==> config.mk <==
export PLATFORM = sky130hd
export DESIGN_NAME = f_pc_npc
export DESIGN_NICKNAME = d
export VERILOG_FILES = /design/src/rtl/f_pc_npc_pkg.sv /design/src/rtl/f_pc_npc_sel.sv /design/src/rtl/f_pc_npc.sv
export SDC_FILE = /design/constraint.sdc
export NUM_CORES = 1
export LEC_CHECK = 0
export ABC_AREA = 1
export CAP_MARGIN = 40
export CELL_PAD_IN_SITES_DETAIL_PLACEMENT = 2
export CELL_PAD_IN_SITES_GLOBAL_PLACEMENT = 2
export CORE_ASPECT_RATIO = 0.5
export CORE_MARGIN = 2
export CORE_UTILIZATION = 25
export CTS_CLUSTER_DIAMETER = 40
export DETAILED_ROUTE_END_ITERATION = 16
export GPL_TIMING_DRIVEN = 0
export PLACE_DENSITY_LB_ADDON = 0.1
export SLEW_MARGIN = 20
export SYNTH_ARGS = -nofsm -noshare
export SYNTH_HDL_FRONTEND = slang
export SYNTH_SLANG_ARGS = --single-unit
==> constraint.sdc <==
create_clock -name clk -period 6 [get_ports clk]
set_input_delay 1.2 -clock clk [delete_from_list [all_inputs] [get_ports clk]]
set_output_delay 1.2 -clock clk [all_outputs]
set_load 0.005 [all_outputs]
==> src/rtl/f_pc_npc_pkg.sv <==
// Shared definitions for the fetch-stage PC / next-PC slice:
// next-PC operation encodings and the default reset PC.
package f_pc_npc_pkg;

    typedef enum logic [1:0] {
        NPC_PC4 = 2'd0,
        NPC_B   = 2'd1,
        NPC_J   = 2'd2,
        NPC_JR  = 2'd3
    } npc_op_e;

    localparam logic [31:0] DEFAULT_RESET_PC = 32'h0000_3000;

    // Sign-extended, word-scaled branch offset.
    function automatic logic [31:0] branch_offset(input logic [15:0] imm16);
        return {{14{imm16[15]}}, imm16, 2'b00};
    endfunction

endpackage

==> src/rtl/f_pc_npc_sel.sv <==
// Combinational next-PC selector (f_npc_sel).
// Optional macro NPC_ALIGN_CHK_EN: jr/jalr targets are forced word-aligned.
import f_pc_npc_pkg::*;

module f_npc_sel (
    input  logic [1:0]  NPCOp,
    input  logic        CMP_Result,
    input  logic [31:0] F_PC,
    input  logic [31:0] D_PC,
    input  logic [15:0] D_Imm16,
    input  logic [25:0] D_Imm26,
    input  logic [31:0] D_RsVal,
    output logic [31:0] NPC
);

    npc_op_e     op;
    logic [31:0] seq_pc;
    logic [31:0] branch_pc;
    logic [31:0] jump_pc;
    logic [31:0] reg_pc;

    assign op        = npc_op_e'(NPCOp);
    assign seq_pc    = F_PC + 32'd4;
    assign branch_pc = D_PC + 32'd4 + branch_offset(D_Imm16);
    assign jump_pc   = {D_PC[31:28], D_Imm26, 2'b00};

`ifdef NPC_ALIGN_CHK_EN
    assign reg_pc = {D_RsVal[31:2], 2'b00};
`else
    assign reg_pc = D_RsVal;
`endif

    // Pick the next fetch address; not-taken branches fall through to F_PC+4.
    always_comb begin
        NPC = seq_pc;
        case (op)
            NPC_B:   NPC = CMP_Result ? branch_pc : seq_pc;
            NPC_J:   NPC = jump_pc;
            NPC_JR:  NPC = reg_pc;
            default: NPC = seq_pc;
        endcase
    end

endmodule

==> src/rtl/f_pc_npc.sv <==
// Fetch-stage PC register with stall/reset handling and next-PC selection.
// Delay-slot semantics: the instruction in F always proceeds; no flush.
// Optional macro NPC_ALIGN_CHK_EN: sticky PC_Err on misaligned jr/jalr target.
import f_pc_npc_pkg::*;

module f_pc_npc #(
    parameter logic [31:0] RESET_PC = DEFAULT_RESET_PC
) (
    input  logic        clk,
    input  logic        reset,
    input  logic        stall,
    input  logic [1:0]  NPCOp,
    input  logic        CMP_Result,
    input  logic [31:0] D_PC,
    input  logic [15:0] D_Imm16,
    input  logic [25:0] D_Imm26,
    input  logic [31:0] D_RsVal,
    output logic [31:0] F_PC,
    output logic [31:0] D_PC8,
    output logic [31:0] NPC,
    output logic        PC_Err
);

    f_npc_sel u_npc_sel (
        .NPCOp      (NPCOp),
        .CMP_Result (CMP_Result),
        .F_PC       (F_PC),
        .D_PC       (D_PC),
        .D_Imm16    (D_Imm16),
        .D_Imm26    (D_Imm26),
        .D_RsVal    (D_RsVal),
        .NPC        (NPC)
    );

    assign D_PC8 = D_PC + 32'd8;

    // PC register: reset beats stall, stall beats any redirect.
    always_ff @(posedge clk) begin
        if (reset) begin
            F_PC <= RESET_PC;
        end else if (!stall) begin
            F_PC <= NPC;
        end
    end

`ifdef NPC_ALIGN_CHK_EN
    logic misaligned_jr;

    assign misaligned_jr = (npc_op_e'(NPCOp) == NPC_JR) && (D_RsVal[1:0] != 2'b00);

    // Sticky misalignment flag, cleared only by reset.
    always_ff @(posedge clk) begin
        if (reset) begin
            PC_Err <= 1'b0;
        end else if (!stall && misaligned_jr) begin
            PC_Err <= 1'b1;
        end
    end
`else
    assign PC_Err = 1'b0;
`endif

endmodule

=== Yosys cells after proc, flatten, opt, wreduce, memory -nomap -nowiden ===
Cells that the tools add are included.

* Register bits: 32
* Latch bits: 0
* RAM bits: 0
* Bits in read-only memories: 0
* Input port bits: 112
* Output and inout bits: 97
* Logic and storage cells: 10
* Memories: 0

* Add/subtract/negate cells: 4
* Multiply operators: 0
* Div/mod/pow operators: 0
* Magnitude comparators: 0
* Equal/unequal tests: 3
* Shifts and indexed selects: 0
* Muxes and demuxes: 2
* Bitwise operators: 0
* Reductions and logical operators: 0

{| class="wikitable"
|+ Operator list
! operator !! count
|-
| case mux 32 bit (3 select lines) || 1
|-
| adder 32 x 3 -> 32 bit (second input constant) || 2
|-
| adder 32 bit || 1
|-
| adder 32 x 4 -> 32 bit (second input constant) || 1
|-
| two-way mux 32 bit || 1
|-
| == test 2 bit (second input constant) || 2
|-
| == test 2 x 1 -> 1 bit (second input constant) || 1
|}

=== Depth between registers and ports, before layout ===
Gate-level depths: netlist of run 1.

* Depth in word-level cells: 4
* Mapped depth: 17
* Mapped depth without buffers: 17

=== By module ===
From an unflattened synthesis of run 1, not the netlist that was laid out.

* Cells, all modules: 1261
* Area total of the unflattened synthesis: 6528.8 um2

{| class="wikitable"
|+ Modules (own cells, without submodules)
! module !! instances !! cells each !! area each (um2) !! sequential area each (um2)
|-
| f_npc_sel || 1 || 958 || 4640.7 || 0.0
|-
| f_pc_npc || 1 || 303 || 1888.1 || 640.6
|}

=== Worst setup path before layout of run 1 ===
OpenSTA, ideal clock, no wires.

* Path type: in2out
* Start: input D_PC[3]
* End: output NPC[31]
* Arrival time: 2.939 ns
* Data required time: 4.800 ns
* Slack: 1.861 ns
* Stages on the path: 13
* Path buffers: 0
* Path through: ha_1 -> ha_1 -> fa_1 -> nand3_1 -> nand3_1 -> nand3_1 -> nand3_1 -> nand2_1 -> nand2_1 -> nand2_1 -> nand3_1 -> nand2_1 -> nand3_1

* Longest elaborated chain between the ends: 4

{| class="wikitable"
|+ RTL lines
! element !! RTL line !! RTL
|-
| from (decl) || f_pc_npc.sv:14 || <nowiki>input logic [31:0] D_PC,</nowiki>
|-
| adder 32 x 3 -> 32 bit || f_pc_npc_sel.sv:24 || <nowiki>assign branch_pc = D_PC + 32'd4 + branch_offset(D_Imm16);</nowiki>
|-
| adder 32 bit || f_pc_npc_sel.sv:24 ||
|-
| two-way mux 32 bit || f_pc_npc_sel.sv:37 || <nowiki>NPC_B: NPC = CMP_Result ? branch_pc : seq_pc;</nowiki>
|-
| case mux 32 bit (3 select lines) || f_pc_npc_sel.sv:36 || <nowiki>case (op)</nowiki>
|-
| to (decl) || f_pc_npc.sv:20 || <nowiki>output logic [31:0] NPC,</nowiki>
|}

Every way passes these cells.

=== Final worst setup path of run 1 ===
* Start: input D_PC[3]
* End: output NPC[23]

Same word-level chain as after synthesis.

==> summary.md, run 1 <==
| Metric | Value |
|---|---|
| WL met1 | `between 15000 and 20000 um` |
| Highest routed layer | `met4` |
| Type of the tightest min-delay check | `reg2reg` |
| Yosys cell types | `between 40 and 50` |
| Port buffer count | `205` |
| YS warnings | `0` |
| Cell Rows | `41` |
| CTS buffer count | `5` |
| Chip Height | `118 um` |
| Critical Path Fanout Max | `4` |
| Cells after Synth | `~1200` |
| Hold endpoint | `F_PC[0]` |
| Antenna viol nets, final | `0` |
| Crit. End Element | `output port` |
| Biggest regs | `F_PC: 32 flops` |
| Setup TNS | `0 ns` |
| First-pass GRT wire length | `between 50000 and 60000 um` |
| Pin count of the biggest net entering global routing | `16` |
| HPWL after detailed placement | `29500 um` |
| Hold Startpoint | `F_PC[0]` |
| Cells on worst reg2reg path | `12` |
| Initial DRC Count | `450` |
| Slowest cell on the critical path | `clkdlybuf4s50_1` |
| Mapped Avg Cell Area | `around 5.3 sq um` |
| Initial core utilization | `25.6%` |
| Commonest non-fill, non-tap cell in the layout | `nand2_1` |
| CTS root buffer | `clkbuf_16` |
| GPL Wtd Cong | `between 0.8 and 0.9` |
| Register bit total from synthesis | `32` |
| Hold Path Depth | `2` |
| CP Data Arrival Time | `approximately 4.5 ns` |
| CP peak stage delay | `slightly below 0.5 ns` |
| Overall routing resource usage | `between 20 and 25%` |
| Wire length on met3 | `roughly 1100 um` |
| Crit path cell chain | `clkdlybuf4s50_1 -> ha_1 -> ha_1 -> fa_1 -> nand3_1 -> nand3_1 -> nand3_1 -> nand3_2 -> nand2_1 -> nand2_1 -> nand2_1 -> nand3_1 -> nand2_1 -> nand3_1 -> clkdlybuf4s50_1` |
| Area leader, netlist | `nand2_1` |
| Wire per inst | `about 19 um` |
| Reg-to-reg slack, setup | `between 3 and 4 ns` |
| Worst Tran Pin Value | `between 0.7 and 0.8 ns` |
| Post-Syn Area | `about 6500 sq um` |
| # H-tree levels | `2` |
| Synth top area share | `approximately a quarter` |
| Reg2reg end | `F_PC[17]` |
| Max Clock Freq | `175 MHz` |
| Final Hold Vio Count | `0` |
| Worst EP required | `~4.8 ns` |
| Worst Skew | `0.00539 ns` |
| Top cells by area, synth | `nand2_1 24%, inv_1 13%, ha_1 11%, nand3_1 11%, dfxtp_1 9.8%` |
| Final WS setup | `approximately 0.28 ns` |
| Gr ovfl total | `0` |
| RSZ-0062 raised after global routing | `false` |
| Die footprint | `27500 sq um` |
| Clk buf depth | `2` |
| Register area share after synthesis | `approximately 9.8%` |
| Worst setup SP type | `input pin` |
| Clock slew at reported path FFs | `roughly 0.06 ns` |
| Cell Pwr Density | `between 100 and 150 nW/um^2` |
| Setup Crit Path Kind | `in2out` |
| Pre-CTS setup slack | `about 0.16 ns` |
| Peak VDD IR | `between 0.1 and 0.15 mV` |
| Routed wl met2 | `between 15000 and 20000 um` |
| CP most frequent cell | `nand3_1` |
| DR vias | `8749` |
| Crit path time final | `5.72 ns` |
| Die width | `between 200 and 250 um` |
| Clock Sinks | `32` |
| Tcrit/Tclk final | `around 95%` |
| Share of cells above drive strength 1 | `~2.7%` |
| Pleak | `roughly 0.0047 uW` |
| Pre-antenna DRT Iters | `4` |
| Core area | `~25000 sq um` |
| Clock latency on the worst-skew pair | `around 0.28 ns` |
| Biggest register | `F_PC` |
| Drc violations | `0` |
| Final slew viol count | `0` |
| Vias in the first global route | `9369` |
| Final #Nets | `between 1500 and 2000` |
| Commonest non-fill, non-tap cells in the layout | `420 x nand2_1, 220 x inv_1, 204 x clkdlybuf4s50_1, 137 x nand3_1, 86 x nor2_1` |
| IO Count | `around 210` |
| Slew margin rel. | `between 50% and 60%` |
| Final setup vio count | `0` |
| Vias per cell | `4.91` |
| CTS tree | `built` |
| Reg-to-reg critical path startpoint | `F_PC[7]` |
| Drt total wl | `between 30000 and 40000 um` |
| Mapped Nets | `around 1400` |
| Max FFs per register | `32` |
| Antenna violations before repair | `4` |
| Final Total Pwr | `~1300 uW` |
| Layout area overhead | `40.5%` |
| Status | `finished, final reports clean` |
| # Max-Cap Violations | `0` |
-- cell type report --
type	count	area [sq um]
Multi-Input combinational cell	935	4910
Inverter	222	833
Sequential cell	32	641
Tap cell	344	430
Timing Repair Buffer	205	2050
Buffer	35	146
Clock buffer	7	153
Fill cell	3294	16300
Antenna cell	1	2.50
-- cell families after synthesis --
family,Yosys count,synth area share [%]
other cells,1,0.0575
buf+inv,257,15.0
compound gates,105,8.80
simple gates,727,49.1
flops,32,9.82
fa+ha+maj,60,11.6
xor+xnor,42,5.64
-- synth_stat cells, drive strengths merged --
cell	n
a211oi	4
a21o	1
a21oi	57
a22oi	1
and2	1
buf	4
clkbuf	31
clkinv	1
conb	1
dfxtp	32
fa	1
ha	59
inv	221
nand2	421
nand3	143
nand3b	7
nand4	33
nor2	93
nor3	17
nor3b	1
nor4	2
o2111ai	2
o211ai	5
o21ai	30
o21bai	4
o22a	1
or2	9
xnor2	11
xor2	31
-- stage by stage --
step	instance area, sq um	instances	util (%)	hold WS (ns)
final	9170	1781	36.0	0.528
after CTS	9160	1780	36.0	0.523
after global routing	9170	1781	36.0	0.544
after floorplan	6530	1224	-	0.471
after global placement	9010	1773	35.4	0.485
after detailed placement	9010	1773	35.4	0.512
-- routing by layer --
layer / vias up / GRT usage [%]
met3: 14 / 1.69
met4: 0 / 3.03
met5: - / 0
li1: 4283 / -
met2: 142 / 41.5
met1: 4310 / 35.1
-- timing repair --
item                       CTS  global route
buffers inserted             0             0
resized for setup            0             2
hold buffers                 0             0
setup endpoints to repair    0             7
hold endpoints to repair     0             0
-- how the worst max path moves through the flow --
stage / startpoint / endpoint / depth (start not counted)
detailed placement: D_Imm16[15] / NPC[31] / 14
global placement: D_PC[3] / NPC[23] / 15
global route: D_PC[12] / NPC[13] / 12
floorplan: D_PC[3] / NPC[31] / 13
CTS: D_Imm16[15] / NPC[24] / 14
finish: D_PC[3] / NPC[23] / 15
-- worst max-delay path: cells and delay by family --
kind	cells	cell delay (ns)
AND/OR/NAND/NOR	10	1.30
adder cells (fa/ha/maj)	3	1.06
buffers and inverters	2	0.95
-- report_power, final --
part	leakage [uW]	internal, uW	switching [uW]
combinational	0.00434	317	445
sequential	0.000266	230	26.4
clock	0.0000760	175	106
No activity file was read; power rests on OpenSTA's default activity.
==> inputs of run 2 (changes only) <==
- clock period: 6 -> 6.9 ns (I/O delays scaled with it)
==> summary.md, run 2 (synthesized netlist as in run 1, its figures left out) <==
| Metric | Value |
|---|---|
| Status | `finished, final reports clean` |
| Die width | `approximately 230 um` |
| Port buffer count | `between 200 and 250` |
| Power Internal | `627 uW` |
| Pre-antenna DRT Iters | `5` |
| Setup Crit Path Kind | `in2out` |
| Pin count of the biggest net entering global routing | `16` |
| CTS root buffer | `clkbuf_16` |
| Biggest register | `F_PC` |
| Crit path time final | `about 6.2 ns` |
| Commonest non-fill, non-tap cells in the layout | `420 x nand2_1, 220 x inv_1, 205 x clkdlybuf4s50_1, 138 x nand3_1, 86 x nor2_1` |
| Pleak | `0.00467 uW` |
| Critical Path Fanout Max | `15` |
| Cell Pwr Density | `about 120 nW/um^2` |
| Antenna viol nets, final | `0` |
| Cell Area, Placed | `9010 sq um` |
| Biggest regs | `F_PC: 32 flops` |
| Hold Path Depth | `2` |
| Cells on worst reg2reg path | `12` |
| Comb pwr share | `58.7%` |
| Tcrit/Tclk final | `90.2%` |
| Max FFs per register | `32` |
| Worst EP required | `5.52 ns` |
| Drt total wl | `~34000 um` |
| Clock Power Share | `approximately 22%` |
| Overall routing resource usage | `roughly 25%` |
| Reg-to-reg slack, setup | `roughly 4.2 ns` |
| Clock slew at reported path FFs | `approximately 0.060 ns` |
| Gr ovfl total | `0` |
| First-pass GRT wire length | `between 50000 and 60000 um` |
| Chip Height | `between 100 and 150 um` |
| Share of cells above drive strength 1 | `~2.6%` |
| Wire per inst | `about 19 um` |
| Antenna violations before repair | `4` |
| CP Data Arrival Time | `a little under 5 ns` |
| # Max-Cap Violations | `0` |
| Final Total Pwr | `1130 uW` |
| Drc violations | `0` |
| Slew margin rel. | `approximately half` |
| Sw Ratio | `44.5%` |
| IO Count | `between 200 and 250` |
| Worst setup SP type | `input pin` |
| HPWL after detailed placement | `~29000 um` |
| Initial core utilization | `about a quarter` |
| Vias in the first global route | `9369` |
| Final setup vio count | `0` |
| CTS buffer count | `5` |
| Max Clock Freq | `~160 MHz` |
| Post-CTS Repair Setup Buffers | `0` |
| Final Hold Vio Count | `0` |
| Clock Sinks | `32` |
| Clock latency on the worst-skew pair | `0.29 ns` |
| Fin area | `9160 sq um` |
| Hold-fix buffers, CTS | `0` |
| Crit. End Element | `output port` |
| Core area | `approximately 25000 sq um` |
| Layout area overhead | `40.4%` |
| Commonest non-fill, non-tap cell in the layout | `nand2_1` |
| DR vias | `8722` |
| CTS tree | `built` |
| RSZ-0062 raised after global routing | `false` |
| Cell Rows | `41` |
| Switch Pwr | `~500 uW` |
| Sequential power share | `19.7%` |
| Initial DRC Count | `roughly 460` |
| Vias per cell | `between 4 and 5` |
| Peak VDD IR | `about 0.088 mV` |
| Final #Nets | `between 1500 and 2000` |
| # H-tree levels | `2` |
| GPL Wtd Cong | `approximately 0.85` |
| Die footprint | `27500 sq um` |
| Worst Skew | `~0.0056 ns` |
| Final slew viol count | `0` |
| PostCTS Resize Cnt | `0` |
| Type of the tightest min-delay check | `reg2reg` |
| Worst Tran Pin Value | `around 0.76 ns` |
| Clk buf depth | `2` |
| Setup TNS | `0 ns` |
## run 2: critical path, cell delays in order
cell and delay (ns):
clkdlybuf4s50_1 0.86, ha_1 0.35, ha_1 0.43, nand2_1 0.14, nor2_1 0.22, nand2_1 0.13, nor2_1 0.11, nand2_1 0.09
nand3_1 0.10, nand2_1 0.06, nand3_1 0.20, nand2_1 0.14, nand3_1 0.10, clkdlybuf4s50_1 0.52
## run 2: through the flow
stage	worst slack (ns)	hold slack [ns]	utilization [%]	std cells
floorplan	2.40	0.471	-	1224
global placement	0.770	0.485	35.4	1773
detailed placement	0.697	0.512	35.4	1773
CTS	0.665	0.523	36.0	1780
global route	0.461	0.544	36.0	1781
finish	0.677	0.528	36.0	1781
## run 2: layout make-up
| type | instances | area (sq um) |
|---|---|---|
| tap | 344 | 430 |
| multi-input combinational | 935 | 4910 |
| timing repair buffer | 205 | 2050 |
| fill | 3292 | 16300 |
| buffer | 35 | 146 |
| inverter | 222 | 833 |
| clock buffer | 7 | 153 |
| antenna | 1 | 2.50 |
| sequential | 32 | 641 |
## run 2: path summary, 6_finish.rpt
kind	startpoint	endpoint
worst max register to register	F_PC[7]	F_PC[17]
worst max-delay path	D_Imm16[15]	NPC[24]
worst min-delay path	F_PC[0]	F_PC[0]
worst min register to register	F_PC[0]	F_PC[0]
## run 2: layer usage
| layer | wire length (um) | vias up | GRT usage (%) |
|---|---|---|---|
| li1 | - | 4283 | - |
| met1 | 17100 | 4289 | 35.1 |
| met2 | 15400 | 136 | 41.5 |
| met3 | 1070 | 14 | 1.69 |
| met4 | 240 | 0 | 3.03 |
| met5 | 0 | - | 0 |
## run 2: power groups by stage
stage	clock [uW]	combinational (uW)	sequential, uW
6_report	244	662	223
5_1_grt	256	736	225
4_1_cts	246	665	223
3_5_place_dp	0	661	226
2_1_floorplan	0	325	219
3_3_place_gp	0	640	225
